--- config.mk ---
export PLATFORM = sky130hd
export DESIGN_NAME = mem_access_queue
export DESIGN_NICKNAME = d
export VERILOG_FILES = /design/src/rtl/mem_pkg.sv /design/src/rtl/mem_inflight_buf.sv /design/src/rtl/mem_access_queue.sv
export SDC_FILE = /design/constraint.sdc
export NUM_CORES = 1
export LEC_CHECK = 0
export ABC_AREA = 1
export CELL_PAD_IN_SITES_DETAIL_PLACEMENT = 2
export CELL_PAD_IN_SITES_GLOBAL_PLACEMENT = 2
export CORE_ASPECT_RATIO = 1.25
export CORE_MARGIN = 10
export CORE_UTILIZATION = 31
export CTS_BUF_LIST = sky130_fd_sc_hd__clkbuf_4
export DETAILED_ROUTE_END_ITERATION = 10
export GPL_TIMING_DRIVEN = 0
export HOLD_SLACK_MARGIN = 0.1
export PLACE_DENSITY = 0.89
export SYNTH_ARGS = -nofsm -noshare
export SYNTH_HDL_FRONTEND = slang
export SYNTH_SLANG_ARGS = --single-unit
--- constraint.sdc ---
create_clock -name clk -period 4.2 [get_ports clk]
set_clock_uncertainty 0.2 [all_clocks]
set_input_delay 0.42 -clock clk [delete_from_list [all_inputs] [get_ports clk]]
set_output_delay 0.42 -clock clk [all_outputs]
set_load 0.05 [all_outputs]
--- src/rtl/mem_pkg.sv ---
// rtl/mem_pkg.sv - shared encodings, buffer entry type and load extension helper
// Contents: op encodings (OP_*), bus size encodings (SZ_*), entry_t for the
// in-flight buffer, load_ext() which picks and extends the addressed lane.
package mem_pkg;

  localparam logic [2:0] OP_B  = 3'b000;
  localparam logic [2:0] OP_H  = 3'b001;
  localparam logic [2:0] OP_W  = 3'b010;
  localparam logic [2:0] OP_BU = 3'b100;
  localparam logic [2:0] OP_HU = 3'b101;

  localparam logic [1:0] SZ_B = 2'd0;
  localparam logic [1:0] SZ_H = 2'd1;
  localparam logic [1:0] SZ_W = 2'd2;

  // Tag is kept in a separate array because its width is a module parameter.
  typedef struct packed {
    logic        wr;
    logic [2:0]  op;
    logic [1:0]  lo;
    logic        kill;
    logic        done;
    logic [31:0] data;
  } entry_t;

  function automatic logic [31:0] load_ext(input logic [2:0] op, input logic [1:0] lo,
                                           input logic [31:0] rdata);
    logic [7:0]  b;
    logic [15:0] h;
    logic [31:0] r;
    b = rdata[{lo, 3'b000} +: 8];
    h = lo[1] ? rdata[31:16] : rdata[15:0];
    case (op)
      OP_B:    r = {{24{b[7]}}, b};
      OP_BU:   r = {24'b0, b};
      OP_H:    r = {{16{h[15]}}, h};
      OP_HU:   r = {16'b0, h};
      OP_W:    r = rdata;
      default: r = rdata;
    endcase
    return r;
  endfunction

endpackage

--- src/rtl/mem_inflight_buf.sv ---
// rtl/mem_inflight_buf.sv - in-order buffer of requests accepted by the bus
// Ports: alloc_* writes the tail entry; fill/fill_data completes the oldest
// not-done entry (its wr/op/lo are exposed for extension); head_* is the
// response port; flush kills every entry; full and cnt report occupancy.
module mem_inflight_buf
  import mem_pkg::*;
#(
  parameter int DEPTH = 2,
  parameter int TAG_W = 5,
  parameter int CNT_W = $clog2(DEPTH + 1)
) (
  input  logic             clk,
  input  logic             rst_n,
  input  logic             flush,
  input  logic             alloc,
  input  logic             alloc_wr,
  input  logic [2:0]       alloc_op,
  input  logic [1:0]       alloc_lo,
  input  logic [TAG_W-1:0] alloc_tag,
  input  logic             alloc_kill,
  input  logic             fill,
  input  logic [31:0]      fill_data,
  output logic             fill_avail,
  output logic             fill_wr,
  output logic [2:0]       fill_op,
  output logic [1:0]       fill_lo,
  output logic             head_valid,
  input  logic             head_ready,
  output logic             head_wr,
  output logic [31:0]      head_data,
  output logic [TAG_W-1:0] head_tag,
  output logic             full,
  output logic [CNT_W-1:0] cnt
);

  localparam int PTR_W = $clog2(DEPTH);
  localparam logic [CNT_W-1:0] DEPTH_C = CNT_W'(DEPTH);

  entry_t           ent [DEPTH];
  logic [TAG_W-1:0] tag [DEPTH];
  logic [DEPTH-1:0] vld;
  logic [PTR_W-1:0] head_ptr, done_ptr, tail_ptr;
  logic             fill_fire, pop;

  // Entries between head and done_ptr are all done, so done_ptr names the
  // oldest outstanding one whenever it points at a valid, not-done entry.
  assign fill_avail = vld[done_ptr] & ~ent[done_ptr].done;
  assign fill_fire  = fill & fill_avail;
  assign fill_wr    = ent[done_ptr].wr;
  assign fill_op    = ent[done_ptr].op;
  assign fill_lo    = ent[done_ptr].lo;

  assign head_valid = vld[head_ptr] & ent[head_ptr].done & ~ent[head_ptr].kill;
  assign head_wr    = ent[head_ptr].wr;
  assign head_data  = ent[head_ptr].data;
  assign head_tag   = tag[head_ptr];
  // Killed heads retire silently without waiting for head_ready.
  assign pop        = vld[head_ptr] & ent[head_ptr].done & (ent[head_ptr].kill | head_ready);
  assign full       = (cnt == DEPTH_C);

  always_ff @(posedge clk or negedge rst_n) begin
    if (!rst_n) begin
      vld      <= '0;
      head_ptr <= '0;
      done_ptr <= '0;
      tail_ptr <= '0;
      cnt      <= '0;
      for (int i = 0; i < DEPTH; i++) begin
        ent[i] <= '0;
        tag[i] <= '0;
      end
    end else begin
      if (flush) begin
        for (int i = 0; i < DEPTH; i++) ent[i].kill <= 1'b1;
      end
      if (fill_fire) begin
        ent[done_ptr].data <= fill_data;
        ent[done_ptr].done <= 1'b1;
        done_ptr           <= done_ptr + 1'b1;
      end
      if (pop) begin
        vld[head_ptr] <= 1'b0;
        head_ptr      <= head_ptr + 1'b1;
      end
      // Alloc only happens when not full, so tail never collides with head or done_ptr.
      if (alloc) begin
        ent[tail_ptr] <= '{wr: alloc_wr, op: alloc_op, lo: alloc_lo,
                           kill: alloc_kill, done: 1'b0, data: 32'b0};
        tag[tail_ptr] <= alloc_tag;
        vld[tail_ptr] <= 1'b1;
        tail_ptr      <= tail_ptr + 1'b1;
      end
      case ({alloc, pop})
        2'b10:   cnt <= cnt + 1'b1;
        2'b01:   cnt <= cnt - 1'b1;
        default: cnt <= cnt;
      endcase
    end
  end

endmodule

--- src/rtl/mem_access_queue.sv ---
// rtl/mem_access_queue.sv - pipelined data-SRAM access unit with in-order responses
// Ports: req_* request from MEM stage (valid/ready); data_sram_* SRAM-like bus;
// resp_* in-order response with backpressure; flush kills outstanding work;
// inflight_cnt / busy report occupancy.
module mem_access_queue
  import mem_pkg::*;
#(
  parameter int DEPTH = 2,
  parameter int TAG_W = 5,
  parameter int CNT_W = $clog2(DEPTH + 1)
) (
  input  logic             clk,
  input  logic             rst_n,
  input  logic             req_valid,
  output logic             req_ready,
  input  logic             req_wr,
  input  logic [2:0]       req_op,
  input  logic [31:0]      req_addr,
  input  logic [31:0]      req_wdata,
  input  logic [TAG_W-1:0] req_tag,
  input  logic             flush,
  output logic             data_sram_req,
  output logic             data_sram_wr,
  output logic [1:0]       data_sram_size,
  output logic [3:0]       data_sram_wstrb,
  output logic [31:0]      data_sram_addr,
  output logic [31:0]      data_sram_wdata,
  input  logic             data_sram_addr_ok,
  input  logic             data_sram_data_ok,
  input  logic [31:0]      data_sram_rdata,
  output logic             resp_valid,
  input  logic             resp_ready,
  output logic             resp_wr,
  output logic [31:0]      resp_data,
  output logic [TAG_W-1:0] resp_tag,
  output logic [CNT_W-1:0] inflight_cnt,
  output logic             busy
);

  logic             slot_valid, slot_wr, slot_kill;
  logic [2:0]       slot_op;
  logic [31:0]      slot_addr, slot_wdata;
  logic [TAG_W-1:0] slot_tag;
  logic             buf_full, fire, accept;
  logic             fill_avail, fill_wr;
  logic [2:0]       fill_op;
  logic [1:0]       fill_lo;
  logic [31:0]      fill_data;

  // Occupancy only rises through this request's own addr_ok, so once raised
  // data_sram_req and the slot contents hold until the bus accepts.
  assign data_sram_req = slot_valid & ~buf_full;
  assign fire          = data_sram_req & data_sram_addr_ok;
  assign req_ready     = (~slot_valid | fire) & ~flush;
  assign accept        = req_valid & req_ready;
  assign busy          = slot_valid | (inflight_cnt != '0);

  always_ff @(posedge clk or negedge rst_n) begin
    if (!rst_n) begin
      slot_valid <= 1'b0;
      slot_wr    <= 1'b0;
      slot_op    <= OP_B;
      slot_addr  <= '0;
      slot_wdata <= '0;
      slot_tag   <= '0;
      slot_kill  <= 1'b0;
    end else if (accept) begin
      slot_valid <= 1'b1;
      slot_wr    <= req_wr;
      slot_op    <= req_op;
      slot_addr  <= req_addr;
      slot_wdata <= req_wdata;
      slot_tag   <= req_tag;
      slot_kill  <= 1'b0;
    end else if (fire) begin
      slot_valid <= 1'b0;
    end else if (flush) begin
      // A request already on the bus must finish its handshake; one still
      // waiting for buffer space has never been seen by the bus and is dropped.
      if (!data_sram_req) slot_valid <= 1'b0;
      slot_kill <= 1'b1;
    end
  end

  always_comb begin
    data_sram_wr    = slot_wr;
    data_sram_size  = slot_op[1:0];
    data_sram_addr  = slot_addr;
    data_sram_wstrb = 4'b1111;
    data_sram_wdata = slot_wdata;
    case (slot_op[1:0])
      SZ_B: begin
        data_sram_wstrb = 4'b0001 << slot_addr[1:0];
        data_sram_wdata = {4{slot_wdata[7:0]}};
      end
      SZ_H: begin
        data_sram_wstrb = slot_addr[1] ? 4'b1100 : 4'b0011;
        data_sram_wdata = {2{slot_wdata[15:0]}};
      end
      default: ;
    endcase
    if (!slot_wr) data_sram_wstrb = 4'b0000;
  end

  assign fill_data = fill_wr ? 32'b0 : load_ext(fill_op, fill_lo, data_sram_rdata);

  mem_inflight_buf #(
    .DEPTH(DEPTH),
    .TAG_W(TAG_W),
    .CNT_W(CNT_W)
  ) u_buf (
    .clk       (clk),
    .rst_n     (rst_n),
    .flush     (flush),
    .alloc     (fire),
    .alloc_wr  (slot_wr),
    .alloc_op  (slot_op),
    .alloc_lo  (slot_addr[1:0]),
    .alloc_tag (slot_tag),
    .alloc_kill(slot_kill | flush),
    .fill      (data_sram_data_ok),
    .fill_data (fill_data),
    .fill_avail(fill_avail),
    .fill_wr   (fill_wr),
    .fill_op   (fill_op),
    .fill_lo   (fill_lo),
    .head_valid(resp_valid),
    .head_ready(resp_ready),
    .head_wr   (resp_wr),
    .head_data (resp_data),
    .head_tag  (resp_tag),
    .full      (buf_full),
    .cnt       (inflight_cnt)
  );

endmodule

* Word level (Yosys, flattened, before mapping)
Index checks and enable logic that the tools add are counted.
Word-level totals: memory bits (writable) 0, ROM bits 0, output and inout bits 115, logic and storage cells 138, input bits 112, bits in registers 172, bits in latches 0, memories 0
Operators by class: $lt $le $gt $ge 10, shift operators 2, $mul 0, bitwise gates (word level) 24, reduce and logical (&&, ||, !) cells 12, div/mod/pow operators 0, $add $sub $neg 5, equal/unequal tests 9, muxes and demuxes 50
Operators by type and width (number):
- $mux 40 | 7
- $bwmux 80 | 3
- $mux 80 | 2
- $pmux 32 s4 | 1
- $demux 40 s1 | 3
- $mux 32 | 2
- $pmux 32 s2 | 1
- $mux 33 | 1
- $shiftx 32x6->8 | 1
- $mux 5 | 4
- $mux 16 | 1
- $mux 1 | 15
- $bwmux 10 | 1
- $and 1x1->1 | 9
- $mux 4 | 2
- $pmux 4 s2 | 1
- $eq 3x3->1 const B | 2
- $ge 2x2->1 const B | 3
- $lt 1x2->1 const B | 3
- $not 1->2 | 3
- $reduce_bool 2->1 | 3
- $demux 5 s1 | 1
- $not 1->1 | 5
- $eq 2x1->1 const B | 2
- 22 further kinds | 36

* Depth between registers and ports, before layout
depth after elaboration 12, gate-level depth with buffers 11

* Cells and area by module
A second synthesis with hierarchy kept.
Second synthesis, totals: cells, all modules 1372, area, all modules 9574.2 µm²
By module, submodules not included:
- mem_inflight_buf | cells each 770, area each 5253.8 µm², times used 1
- mem_access_queue | cells each 602, area each 4320.4 µm², times used 1

* Least setup slack after synthesis
No wires, ideal clock.
path type reg2out, start register slot_op[1], end output data_sram_wdata[11], cell stages (with the launch flop) 5, path buffers 2, arrival time 2.034 ns, setup slack 1.546 ns, path through dfrtp_1 > clkbuf_1 > nor2_1 > clkbuf_1 > o21ai_0
Between the ends: word-level cells in the longest chain between the ends 2
RTL lines:
- from (decl) | line mem_access_queue.sv:41 | logic [2:0] slot_op;
- from (signal assigned) | line mem_access_queue.sv:70 | slot_op <= req_op;
- $eq 2x1->1 / $logic_not 2->1 (equally long branches) | line mem_access_queue.sv:91 | case (slot_op[1:0])
- $pmux 32 s2 * | line mem_access_queue.sv:91
- to (decl) | line mem_access_queue.sv:27 | output logic [31:0] data_sram_wdata,
Mark *: on every way between the ends. The rest lies on a longest branch, timed or not.

* Worst setup path after layout
start register u_buf.head_ptr, end output resp_tag[2]
Between the ends: word-level cells in the longest chain between the ends 4
RTL lines:
- from (decl) | line mem_inflight_buf.sv:42 | logic [PTR_W-1:0] head_ptr, done_ptr, tail_ptr;
- from (signal assigned) | line mem_inflight_buf.sv:83 | head_ptr <= head_ptr + 1'b1;
- $not 1->2 (implied by the code) | line mem_inflight_buf.sv:56 | assign head_tag = tag[head_ptr];
- $mux 5 (implied by the code) (3 in a row) | line mem_inflight_buf.sv:56
- to (decl) | line mem_access_queue.sv:35 | output logic [TAG_W-1:0] resp_tag,
No other way between the ends. The select of a mux whose other input is x is not followed.

==> impl_metrics.py <==
metrics = {
    "status": {
        "result_of_the_run": "completed",
    },
    "worst_setup_path": {
        "cp_buf_inv_count": 3,
        "crit-reg2reg-launch": "u_buf.cnt[0]",
        "ff2ff_path_depth": 9,
        "timing.critical_path.max_delay_family": "buffers and inverters",
        "cell_breakdown_of_the_critical_path": "clkbuf_1, buf_1, nand2_1, nand2_1, clkdlybuf4s50_1",
        "critical_path_depth": 5,
        "endpoint_kind": "output pin",
        "timing.critical_path.slowest_cell_delay_ns": 0.86,
        "worst_r2r_endpoint": "u_buf.ent[30]",
        "crit_slowest_cell": "sky130_fd_sc_hd__clkdlybuf4s50_1",
        "criticalPathCategory": "reg -> out",
        "critical_path.startpoint_type": "flip-flop",
        "critical_path.max_fanout": 10,
        "worst_setup_path_startpoint": "u_buf.head_ptr",
        "crit_arrival_ns": 3.40,
        "cp_common_cell": "sky130_fd_sc_hd__nand2_1",
        "capturing_element_of_the_worst_setup_path": "resp_tag[2]",
        "cp.required_ns": 3.58,
        "rrSetupSlack_ns": 1.51,
    },
    "power": {
        "power.static_leakage_nw": 5.77,
        "power_report.internal_total_mw": 5.58,
        "p_seq_share_pct": 23.8,
        "power-per-cell-area_nw_per_um2": 1050,
        "max-vdd-ir-drop_mv": 0.582,
        "post-layout-total-power_mw": 12.5,
        "comb_power_share_pct": 66.3,
        "power.share.switching_pct": 55.3,
        "proportion_of_power_drawn_by_the_clock_network_pct": 9.9,
        "netSwitchingPower_mw": 6.89,
    },
    "detailed_routing": {
        "routed_wl_um": 37700,
        "via_count": 8738,
        "firstDrtPassIters": 4,
        "ant_nets": 0,
        "avgViaCountPerCell": 5.02,
        "post-route-drc-count": 0,
        "initialDrtViolationCount": 302,
        "wl_per_cell_um": 21.7,
    },
    "timing": {
        "final.setup.tns_ns": 0,
        "setup_viol_count_final": 0,
        "final_slew_viol_count": 0,
        "final.period_utilization_pct": 95.7,
        "worst_slew_pin_slew_ns": 0.772,
        "grt_setup_unrepaired": "no",
        "fin_ws_ns": 0.180,
        "min_period_ns": 4.02,
        "timing_hold_violations_final": 0,
        "fmax_mhz": 249,
        "slew_headroom_pct": 48.5,
    },
    "yosys": {
        "post_synth_inst_count": 1126,
        "postSynthRegisterBits": 172,
        "synth_sequential_area_ratio_pct": 49.2,
        "yosys_warnings": 0,
        "synth_cell_types": 37,
        "syn-num-nets": 1239,
        "synthesis.area_um2": 8760,
        "postSynthAreaPerCell_um2": 7.78,
    },
    "cells_and_area": {
        "stdcell_area_um2": 11900,
        "commonest_non_fill_non_tap_cell_in_the_layout": "sky130_fd_sc_hd__nand2_1",
        "area.growth.synth_to_final_pct": 35.7,
        "num-nets-final": 1486,
        "drive_above_1_share_pct": 9.81,
        "final.fill_count": 3172,
        "layout_common_cells": "sky130_fd_sc_hd__nand2_1 (393), sky130_fd_sc_hd__clkdlybuf4s50_1 (224), sky130_fd_sc_hd__dfrtp_1 (172)",
    },
    "floorplan": {
        "io_pins": 227,
        "die_w_um": 170,
        "design.core.area_um2": 27700,
        "die-area_um2": 35400,
        "initial_core_utilization_pct": 31.6,
        "num_rows": 68,
        "chipHeight_um": 208,
    },
    "placed_design": {
        "place_congestion": 0.874,
        "hpwlAfterDp_um": 29200,
        "detailedPlace.worstSlack_ns": 0.810,
        "io_buffers": 226,
        "detailed_place.area_um2": 11500,
    },
    "global_routing": {
        "grt_max_degree": 96,
        "grt_overflow_total": 0,
        "globalRouteTotalUtil_pct": 21.6,
        "global_route_wire_length_before_repair_um": 59700,
        "first_global_vias": 10161,
        "grt_antenna_before_repair": 3,
    },
    "clocking": {
        "cts_clock_pin_slew_for_the_worst_setup_and_hold_paths_ns": 0.15,
        "postCtsSetupBuffers": 0,
        "cts_tree": "done",
        "numClockSinks": 172,
        "clock_insertion_delay_worst_skew_ns": 0.59,
        "htreeDepth": 4,
        "cts_max_path_buffers": 2,
        "numCtsBuffers": 17,
        "clk_root_buffer_cell": "sky130_fd_sc_hd__clkbuf_4",
    },
    "run": {
        "max_cap_violations": 0,
    },
    "worst_hold_path": {
        "hp-class": "in -> reg",
    },
}
==> Yosys cell counts (all sizes together) <==
master / n / area, um^2
nand2: 408 / 1630
dfrtp: 172 / 4300
a21oi: 116 / 663
o21ai: 114 / 586
nand3: 90 / 483
inv: 78 / 293
buf: 49 / 347
nor2: 45 / 174
clkbuf: 35 / 135
o211ai: 7 / 52.6
or2: 3 / 18.8
a31oi: 1 / 6.26
and2: 1 / 6.26
clkinv: 1 / 3.75
ha: 1 / 12.5
nand3b: 1 / 7.51
nor3: 1 / 10.0
o21a: 1 / 7.51
xnor2: 1 / 8.76
xor2: 1 / 8.76
==> final cells by class <==
class                   count  area [um^2]  share of cell area [%]
clock inverters            12          219                    1.84
plain buffers              84          482                    4.05
inverters                  79          297                    2.50
multi-input cells         791         3670                    30.9
repair buffers            228         2310                    19.4
flip-flops and latches    172         4300                    36.2
diodes                      4         10.0                  0.0843
clock buffers              20          150                    1.26
well taps                 350          438                    3.69
==> worst register-to-register path: stages (launching register included) <==
cell                       delay (ns)
sky130_fd_sc_hd__dfrtp_1         0.48
sky130_fd_sc_hd__inv_2           0.07
sky130_fd_sc_hd__nand2_1         0.07
sky130_fd_sc_hd__nand2_1         0.12
sky130_fd_sc_hd__nor2_2          0.06
sky130_fd_sc_hd__nand2_1         0.18
sky130_fd_sc_hd__clkbuf_1        0.52
sky130_fd_sc_hd__clkbuf_1        0.54
sky130_fd_sc_hd__o21ai_0         0.23
sky130_fd_sc_hd__a21oi_2         0.15
==> how the worst min path moves through the flow <==
stage                       startpoint  slack [ns]                  to  cells past startpoint
finish                    req_addr[21]        0.16  data_sram_addr[21]                      3
global route              req_addr[29]        0.12  data_sram_addr[29]                      3
CTS                       req_addr[21]        0.12  data_sram_addr[21]                      3
detailed placement               rst_n        0.24       u_buf.ent[46]                      1
global placement    data_sram_addr[19]        0.25  data_sram_addr[19]                      2
floorplan                        rst_n       -0.08   data_sram_addr[0]                      0
==> registers in the layout, summed over array words and instances, names as in the netlist <==
| signal | count |
|---|---|
| u_buf.ent | 80 |
| slot_tag | 5 |
| u_buf.cnt | 2 |
| u_buf.head_ptr | 1 |
| slot_valid | 1 |
| u_buf.tag | 10 |
| slot_kill | 1 |
| slot_wdata | 32 |
| u_buf.tail_ptr | 1 |
| data_sram_wr | 1 |
| u_buf.vld | 2 |
| slot_op | 3 |
| data_sram_addr | 32 |
| u_buf.done_ptr | 1 |
==> stage by stage <==
| stage | utilization [%] | hold WS (ns) | cells |
|---|---|---|---|
| after floorplan | - | -0.0756 | 1126 |
| after global placement | 41.3 | 0.252 | 1702 |
| after detailed placement | 41.4 | 0.241 | 1703 |
| after CTS | 42.8 | 0.122 | 1736 |
| after global routing | 42.8 | 0.123 | 1737 |
| final | 42.8 | 0.159 | 1740 |
==> timing repair <==
item	CTS	global route
hold buffers	1	0
endpoints found under the hold margin	77	0
endpoints found under the setup margin	0	1
resized for setup	0	1
==> routing by layer <==
metal / part of all wire [%] / GRT usage, % / vias up
met5: 0.034 / 0 / -
met4: 1.8 / 5.65 / 2
met2: 51 / 38.4 / 257
met3: 9.2 / 8.52 / 43
li1: - / - / 4094
met1: 38 / 23.0 / 4342
==> cell families (layout without fill, tap and decap cells) <==
group	Yosys count	after routing	share of synthesized area (%)
AOI/OAI and AO/OA	239	239	15.0
xor gates and xnor gates	2	2	0.200
adders and majority gates	1	1	0.143
buffers and inverters	163	423	8.89
DFF	172	172	49.2
other	0	4	0
and+or+nand+nor	549	549	26.6
==> power by group through the flow <==
stage | sequential (mW) | clock [mW] | combinational (mW)
6_report | 2.96 | 1.23 | 8.27
5_1_grt | 3.07 | 1.32 | 8.95
4_1_cts | 2.96 | 1.25 | 8.38
3_5_place_dp | 2.99 | 0 | 8.30
3_3_place_gp | 2.93 | 0 | 8.09
2_1_floorplan | 3.44 | 0 | 4.88
No activity file was read; power rests on OpenSTA's default activity.
